File: config.mk
export PLATFORM = sky130hd
export DESIGN_NAME = concat_serializer
export DESIGN_NICKNAME = d
export VERILOG_FILES = /design/src/rtl/concat_serializer.sv
export SDC_FILE = /design/constraint.sdc
export NUM_CORES = 1
export LEC_CHECK = 0
export ABC_AREA = 1
export ABC_CLOCK_PERIOD_IN_PS = 1500
export CORE_UTILIZATION = 46
export CTS_BUF_LIST = sky130_fd_sc_hd__clkbuf_4 sky130_fd_sc_hd__clkbuf_8
export DETAILED_ROUTE_END_ITERATION = 6
export GPL_ROUTABILITY_DRIVEN = 0
export HOLD_SLACK_MARGIN = 0.08
export PLACE_DENSITY_LB_ADDON = 0.2
export SETUP_SLACK_MARGIN = 0.4
export SLEW_MARGIN = 40
export SYNTH_ARGS = -nofsm -noshare
export SYNTH_HDL_FRONTEND = slang
export SYNTH_SLANG_ARGS = --single-unit
File: constraint.sdc
create_clock -name clk -period 1.5 [get_ports clk]
set_clock_uncertainty 0.1 [all_clocks]
set_input_delay 0.15 -clock clk [delete_from_list [all_inputs] [get_ports clk]]
set_output_delay 0.15 -clock clk [all_outputs]
set_load 0.01 [all_outputs]
File: src/rtl/concat_serializer.sv
// Parallel-to-serial stage for concatenated words: valid/ready input, one bit per clock out,
// with frame_start/frame_end markers. Define CONCAT_SER_PARITY_EN to append an even-parity bit.
module concat_serializer #(
    parameter int DATA_W    = 8,
    parameter bit MSB_FIRST = 1'b1
) (
    input  logic              clk,
    input  logic              rst,
    input  logic [DATA_W-1:0] din,
    input  logic              din_valid,
    output logic              din_ready,
    output logic              sout,
    output logic              sout_valid,
    output logic              frame_start,
    output logic              frame_end,
    output logic              busy
);

    localparam int            CW   = (DATA_W > 1) ? $clog2(DATA_W) : 1;
    localparam logic [CW-1:0] LAST = CW'(DATA_W - 1);

`ifdef CONCAT_SER_PARITY_EN
    typedef enum logic [1:0] {IDLE = 2'd0, SHIFT = 2'd1, PARITY = 2'd2} state_t;
`else
    typedef enum logic [1:0] {IDLE = 2'd0, SHIFT = 2'd1} state_t;
`endif

    state_t            state, state_nxt;
    logic [DATA_W-1:0] sr, sr_nxt, sr_shift;
    logic [CW-1:0]     cnt, cnt_nxt;
    logic              final_cycle;
    logic              accept;
    logic              sout_nxt, frame_start_nxt, frame_end_nxt, busy_nxt;
`ifdef CONCAT_SER_PARITY_EN
    logic              par, par_nxt;
`endif

    function automatic logic out_bit(input logic [DATA_W-1:0] v);
        return MSB_FIRST ? v[DATA_W-1] : v[0];
    endfunction

`ifdef CONCAT_SER_PARITY_EN
    assign final_cycle = (state == PARITY);
`else
    assign final_cycle = (state == SHIFT) && (cnt == LAST);
`endif

    // Ready is combinational so a word can be taken on the last frame cycle with no gap.
    assign din_ready = !rst && ((state == IDLE) || final_cycle);
    assign accept    = din_valid && din_ready;
    assign sr_shift  = MSB_FIRST ? {sr[DATA_W-2:0], 1'b0} : {1'b0, sr[DATA_W-1:1]};

    always_comb begin
        // NOTE: every signal gets a default first so no path leaves one unassigned (no latch).
        state_nxt = state;
        sr_nxt    = sr;
        cnt_nxt   = cnt;
`ifdef CONCAT_SER_PARITY_EN
        par_nxt   = par;
`endif
        unique case (state)
            IDLE: ;
            SHIFT: begin
                sr_nxt  = sr_shift;
                cnt_nxt = cnt + 1'b1;
                if (cnt == LAST) begin
`ifdef CONCAT_SER_PARITY_EN
                    state_nxt = PARITY;
`else
                    state_nxt = IDLE;
`endif
                end
            end
`ifdef CONCAT_SER_PARITY_EN
            PARITY: state_nxt = IDLE;
`endif
            default: state_nxt = IDLE;
        endcase

        // An accept only happens in IDLE or on the final cycle, so it overrides the above.
        if (accept) begin
            state_nxt = SHIFT;
            sr_nxt    = din;
            cnt_nxt   = '0;
`ifdef CONCAT_SER_PARITY_EN
            par_nxt   = ^din;
`endif
        end
    end

    // Outputs are decoded from the next state so they can be registered without adding latency.
    always_comb begin
        busy_nxt        = (state_nxt != IDLE);
        frame_start_nxt = (state_nxt == SHIFT) && (cnt_nxt == '0);
        sout_nxt        = 1'b0;
        if (state_nxt == SHIFT) sout_nxt = out_bit(sr_nxt);
`ifdef CONCAT_SER_PARITY_EN
        if (state_nxt == PARITY) sout_nxt = par_nxt;
        frame_end_nxt   = (state_nxt == PARITY);
`else
        frame_end_nxt   = (state_nxt == SHIFT) && (cnt_nxt == LAST);
`endif
    end

    always_ff @(posedge clk) begin
        // NOTE: sequential state uses non-blocking assignments so all registers update together.
        if (rst) begin
            state       <= IDLE;
            sr          <= '0;
            cnt         <= '0;
`ifdef CONCAT_SER_PARITY_EN
            par         <= 1'b0;
`endif
            sout        <= 1'b0;
            sout_valid  <= 1'b0;
            frame_start <= 1'b0;
            frame_end   <= 1'b0;
            busy        <= 1'b0;
        end else begin
            state       <= state_nxt;
            sr          <= sr_nxt;
            cnt         <= cnt_nxt;
`ifdef CONCAT_SER_PARITY_EN
            par         <= par_nxt;
`endif
            sout        <= sout_nxt;
            sout_valid  <= busy_nxt;
            frame_start <= frame_start_nxt;
            frame_end   <= frame_end_nxt;
            busy        <= busy_nxt;
        end
    end

endmodule

==> reports/qor.csv, run 1 <==
stage,metric,value,unit
status,outcome,finished with violations,
status,violations,negative setup slack,
clocking,clock-sinks,17,
clocking,cts_root_buf,clkbuf_4,
cells_and_area,layout-drive-gt1-share,0.486,
sta,hold_viol_final,0,
clocking,cts_buffer_depth,2,
synthesis,synth.yosys.seq_area_share,0.415,
place,io_buffer_count,16,
worst_hold_path,holdPathEnd,sr[0]$_SDFFE_PP0P_,
critical_path,cp_data_required_time,1.25,ns
cells_and_area,fin_nets,156,
sta,period_minus_slack,1.56,ns
drt,drcViolationCount,0,
critical_path,r2r_start,cnt[0]$_SDFF_PP0_,
drt,drt_iter0_drc,2,
clocking,numCtsBuffers,3,
floorplanning,die_w,44.2,um
critical_path,reg2reg_slack,-0.01,ns
place,place_area,0.00110,mm2
critical_path,crit_path_max_fanout,2,
synthesis,synth.cell_area,821,um2
synthesis,yosysMostFrequentCell,nand2_1,
clocking,postCtsHoldBufs,0,
pwr,p_total,0.000914,W
global_routing,grt_max_degree,13,
pwr,peakVddDrop,0.632,mV
synthesis,syn_inst,115,
floorplanning,coreArea,0.00159,mm2
worst_hold_path,min_from,din[0],
sta,finalCritPeriodShare,1.04,
pwr,leakage,0.582,nW
synthesis,yosysWarnings,0,
floorplanning,rows,14,
job,max_cap_violations,0,
place,dp_hpwl,1340,um
synthesis,synth_edf_count,0,
synthesis,synth.distinct_cells,19,
critical_path,worstReg2RegEnd,sr[5]$_SDFFE_PP0P_,
synthesis,synth.area.top_cells,"dfxtp_1, nand2_1, nand3_1",
drt,wl_per_cell,12.9,um
sta,fmaxAchievable,640,MHz
clocking,insertion_delay,0.30,ns
floorplanning,dieArea,0.00196,mm2
drt,detail-route-antenna-nets,0,
sta,drv_slew,0,
global_routing,grtUsageTotal,0.204,
floorplanning,ios,17,
drt,viasPerCell,5.04,
synthesis,ys_ff_latch,17,
global_routing,grt_antenna_before_repair,0,
global_routing,grt_pass1_vias,722,
cells_and_area,insertedDiodeCount,0,
clocking,path_clk_slew,0.11,ns
synthesis,async_flop_share,0,
cells_and_area,stdcell_area,0.00130,mm2
global_routing,grt-ovfl-total,0,
floorplanning,die_y,44.2,um
critical_path,worstPathArrival,1.31,ns
synthesis,netlist_top_cells_count,"nand2_1, dfxtp_1, inv_1, nand3_1, a21oi_1",
critical_path,criticalPathCategory,reg -> out,
drt,drtPass1Iterations,4,
worst_hold_path,hold_depth,3,
synthesis,synthesis.area_per_instance,7.14,um2
synthesis,synth_flop_cell,dfxtp_1,
critical_path,worstSetupStartpointType,flip-flop,
synthesis,yosys.area.top_type,dfxtp_1,
pwr,powerDensity,703,mW/mm2
clocking,tritoncts,done,
sta,rsz0062_at_grt,true,
worst_hold_path,hold_path_class,in -> reg,
sta,setup_viol,6,
drt,vias,837,
floorplanning,start_util,0.515,
cells_and_area,final_util,0.816,
cells_and_area,area_growth,58.4,%
global_routing,grt_pass1_wl,2920,um
critical_path,worstRegToRegCells,10,
synthesis,yosysTopAreaCellShare,0.415,
drt,wl,2140,um
synthesis,synth_fp_nets,128,
critical_path,cp-end-kind,output port,
clocking,h-tree-depth,1,
sta,worst_slack,-0.0615,ns
==> kinds of logic (layout without fill, tap and decap cells) <==
family                     count (synthesis)  count (layout)  share of synthesized area
other                                      1               1                    0.00457
buffers and inverters                     23              50                      0.133
and+or+nand+nor                           63              63                      0.358
DFF                                       17              17                      0.415
AOI/OAI and AO/OA                          9               9                     0.0594
adders and majority gates                  2               2                     0.0305
==> state kept, by name, summed over array words and instances (netlist names) <==
signal / count
frame_start: 1
cnt: 3
frame_end: 1
busy: 1
sout: 1
sr: 8
state: 2
==> repair_timing <==
action	CTS	global route
pin swaps	5	12
buffers inserted	0	1
gates cloned	1	0
setup endpoints to repair	22	21
resized for setup	28	43
==> power by group <==
part           internal [W]  leakage, nW  total, W  switching [W]
clock network     0.0000996       0.0177  0.000260       0.000161
logic             0.0000839        0.423  0.000170      0.0000865
registers          0.000469        0.140  0.000483      0.0000136
total              0.000653        0.582  0.000914       0.000261
==> layout by cell type, fill, tap and decap left out, drive strengths merged <==
master	Yosys	routed
nand2	32	32
buf	4	18
inv	17	17
dfxtp	17	17
nand3	16	16
clkdlybuf4s50	0	10
nor2	8	8
a21oi	7	7
nand4	6	6
clkbuf	2	4
ha	2	2
o21ai	2	2
and2	1	1
clkinv	0	1
conb	1	1
==> critical path, cell delays in order (launching register included) <==
cell and delay [ns]:
dfxtp_2 0.35, ha_4 0.16, ha_4 0.15, inv_2 0.05
nand2_4 0.04, and2_4 0.14, buf_6 0.11
==> metal layers <==
metal | vias to the layer above | track usage | wire length (um)
met2 | 12 | 0.353 | 1120
met4 | 0 | 0.0909 | 38
li1 | 419 | - | -
met3 | 5 | 0.0245 | 47
met5 | - | 0 | 0
met1 | 401 | 0.253 | 933
==> final cells by class <==
type	count	area [um2]
multi-input cells	75	577
flip-flops and latches	17	345
fillers	94	294
repair buffers	29	256
inverters	17	63.8
well taps	24	30.0
clock buffers	3	22.5
clock inverters	1	5.00
==> metrics by stage <==
step / std cells / hold WS, ns / TNS [ns] / setup slack (ns)
finish: 166 / 0.369 / -0.106 / -0.0615
global placement: 160 / 0.371 / -0.462 / -0.147
CTS: 165 / 0.334 / -0.101 / -0.0449
global route: 166 / 0.388 / -0.957 / -0.109
detailed placement: 160 / 0.381 / -0.582 / -0.143
floorplan: 115 / 0.193 / 0 / 0.146
==> how the worst max path moves through the flow <==
stage	cells past startpoint	end	startpoint	slack, ns
2_1_floorplan	9	sout$_SDFF_PP0_	cnt[0]$_SDFF_PP0_	0.15
5_1_grt	6	din_ready	cnt[0]$_SDFF_PP0_	-0.11
4_1_cts	6	din_ready	cnt[0]$_SDFF_PP0_	-0.04
3_5_place_dp	4	din_ready	rst	-0.14
6_report	6	din_ready	cnt[0]$_SDFF_PP0_	-0.06
3_3_place_gp	4	din_ready	rst	-0.15
Power figures use the tool's default switching activity.
==> run 2, diff against run 1 <==
--- a/config.mk
+++ b/config.mk
@@ -7,6 +7,7 @@
 export LEC_CHECK = 0
 export ABC_AREA = 1
 export ABC_CLOCK_PERIOD_IN_PS = 1500
+export CAP_MARGIN = 20
 export CORE_UTILIZATION = 46
 export CTS_BUF_LIST = sky130_fd_sc_hd__clkbuf_4 sky130_fd_sc_hd__clkbuf_8
 export DETAILED_ROUTE_END_ITERATION = 6
==> constraint.sdc (replaced) <==
create_clock -name clk -period 1.5 [get_ports clk]
set_clock_uncertainty 0.1 [all_clocks]
set_input_delay 0.15 -clock clk [delete_from_list [all_inputs] [get_ports clk]]
set_output_delay 0.15 -clock clk [all_outputs]
set_load 0.05 [all_outputs]
==> run 2 against run 1 <==
The flow still finishes with violations (negative setup slack). Non-clock buffer count stayed put. Largest cell class unchanged. Combinational power decreased by 2%. Sequential share of layout area is 1.8 points higher. Clock power fell by 5%. Maximum frequency decreased by 3.3%. Critical endpoint unchanged. Flip-flop and latch count unchanged. Final cell count unchanged. Total power down 2.1%. First-iteration DRC count increased to 5.0 times the previous value. Sequential power barely moved. Largest power group unchanged. Critical path type unchanged.
==> reports/qor.csv, run 2 (synthesis results as in run 1) <==
stage,metric,value,unit,change
clocking,path_clk_slew,0.10,ns,was 0.11 ns
critical_path,cpMostUsedCell,ha_4,,unchanged
cells_and_area,largest_reg_flops,8,,unchanged
worst_hold_path,hold_depth,3,,unchanged
clocking,cts_root_buf,clkbuf_4,,unchanged
drt,drtPass1Iterations,4,,unchanged
cells_and_area,regMostFlops,sr,,unchanged
cells_and_area,final_common_cell,nand2_1,,unchanged
status,outcome,finished with violations,,unchanged
clocking,postCtsHoldBufs,0,,unchanged
clocking,cts_buffer_depth,2,,unchanged
global_routing,grt_pass1_vias,755,,was 722
sta,hold_viol_final,0,,unchanged
floorplanning,ios,17,,unchanged
cells_and_area,fin_nets,156,,unchanged
place,dp.cells,155,,was 160
cells_and_area,final_util,0.762,,was 0.816
cells_and_area,layout_common_cells,"nand2_1, inv_1, dfxtp_1, buf_4, clkdlybuf4s50_1",,"was nand2_1, inv_1, dfxtp_1"
critical_path,crit_path_max_fanout,2,,unchanged
clocking,insertion_delay,0.29,ns,was 0.30 ns
sta,worst_slack,-0.114,ns,was -0.0615 ns
drt,drcViolationCount,0,,unchanged
global_routing,grt_antenna_before_repair,0,,unchanged
clocking,tritoncts,done,,unchanged
clocking,numCtsBuffers,3,,unchanged
cells_and_area,finalNonFillerCells,166,,unchanged
floorplanning,start_util,0.515,,unchanged
place,io_buffer_count,16,,unchanged
sta,drv_slew,0,,unchanged
place,dp_hpwl,1330,um,was 1340 um
global_routing,grtUsageTotal,0.212,,was 0.204
critical_path,cp-end-kind,output port,,unchanged
global_routing,grt_max_degree,13,,unchanged
cells_and_area,insertedDiodeCount,0,,unchanged
sta,setup_viol,13,,was 6
critical_path,crit_path_cell_trace,ha_4 > ha_4 > inv_4 > nand2_4 > and2_4 > buf_12,,was ha_4 > ha_4 > inv_2 > nand2_4 > and2_4 > buf_6
job,max_cap_violations,0,,unchanged
sta,fmaxAchievable,620,MHz,was 640 MHz
sta,period_minus_slack,1.61,ns,was 1.56 ns
critical_path,criticalPathCategory,reg -> out,,unchanged
drt,wl,1880,um,was 2140 um
drt,drt_iter0_drc,10,,was 2
cells_and_area,num-fill-cells,122,,was 94
critical_path,worstPathArrival,1.36,ns,was 1.31 ns
global_routing,grt_pass1_wl,3040,um,was 2920 um
critical_path,cp_data_required_time,1.25,ns,about the same
sta,rsz0062_at_grt,true,,unchanged
global_routing,grt-ovfl-total,0,,unchanged
drt,vias,803,,was 837
worst_hold_path,hold_path_class,in -> reg,,unchanged
pwr,leakage,0.559,nW,was 0.582 nW
pwr,powerDensity,736,mW/mm2,was 703 mW/mm2
cells_and_area,top_regs,"sr (8), cnt (3), state (2)",,unchanged
critical_path,worstRegToRegCells,10,,unchanged
floorplanning,rows,14,,unchanged
sta,finalCritPeriodShare,1.08,,was 1.04
floorplanning,die_w,44.2,um,unchanged
clocking,clock-sinks,17,,unchanged
critical_path,critical-path-max-stage-delay,0.35,ns,about the same
drt,viasPerCell,4.84,,was 5.04
drt,detail-route-antenna-nets,0,,unchanged
cells_and_area,area_growth,48.0,%,was 58.4%
drt,wl_per_cell,11.3,um,was 12.9 um
floorplanning,dieArea,0.00196,mm2,unchanged
floorplanning,coreArea,0.00159,mm2,unchanged
cells_and_area,layout-drive-gt1-share,0.352,,was 0.486
critical_path,worstSetupStartpointType,flip-flop,,unchanged
status,violations,negative setup slack,,unchanged
floorplanning,die_y,44.2,um,unchanged
pwr,peakVddDrop,0.535,mV,was 0.632 mV
critical_path,cpMaxStageDelayCell,dfxtp_2,,unchanged
clocking,h-tree-depth,1,,unchanged
[run 2: per-layer routing]
layer,vias up,global-route usage,share of wire
met5,-,0,0
li1,416,-,-
met1,373,0.268,0.48
met3,2,0.0245,0.026
met2,12,0.362,0.48
met4,0,0.0909,0.0053
[run 2: power by group]
group	switching, W	internal, W	total, W
combinational	0.0000872	0.0000792	0.000166
sequential	0.0000127	0.000469	0.000482
clock	0.000147	0.0000991	0.000246
[run 2: layout make-up]
class | instances | area, um2 | share of cell area
Timing Repair Buffer | 29 | 270 | 0.222
Clock inverter | 1 | 5.00 | 0.00412
Multi-Input combinational cell | 75 | 477 | 0.392
Clock buffer | 3 | 22.5 | 0.0185
Tap cell | 24 | 30.0 | 0.0247
Sequential cell | 17 | 344 | 0.283
Inverter | 17 | 66.3 | 0.0546
[run 2: worst max-delay path: cells and delay by family, from the launching register on]
kind	cells	cell delay (ns)
adder cells (fa/ha/maj)	2	0.32
buffers and inverters	2	0.19
flip-flops	1	0.35
AND/OR/NAND/NOR	2	0.21
[run 2: what timing repair did]
action	CTS	global route
resized for setup	9	9
endpoints found under the setup margin	17	18
pin swaps	10	4
gates cloned	1	0
buffers inserted	4	2
[run 2: worst paths after layout]
| kind | from | end | slack, ns |
|---|---|---|---|
| worst max register to register | cnt[1]$_SDFF_PP0_ | sout$_SDFF_PP0_ | -0.05 |
| worst max-delay path | cnt[1]$_SDFF_PP0_ | din_ready | -0.11 |
| worst min register to register | sr[4]$_SDFFE_PP0P_ | sr[4]$_SDFFE_PP0P_ | 0.38 |
| worst min-delay path | din[0] | sr[0]$_SDFFE_PP0P_ | 0.35 |
[run 2: stage by stage]
step                power (W)  cell area (um2)  TNS (ns)  hold WS, ns  setup slack, ns
detailed placement   0.000635             1060   -0.0125        0.375          -0.0110
global placement     0.000631             1060         0        0.371           0.0110
floorplan            0.000577              873         0        0.193            0.145
CTS                  0.000893             1160    -0.254        0.363           -0.127
finish               0.000894             1210    -0.378        0.352           -0.114
global route         0.000933             1210     -1.10        0.376           -0.149
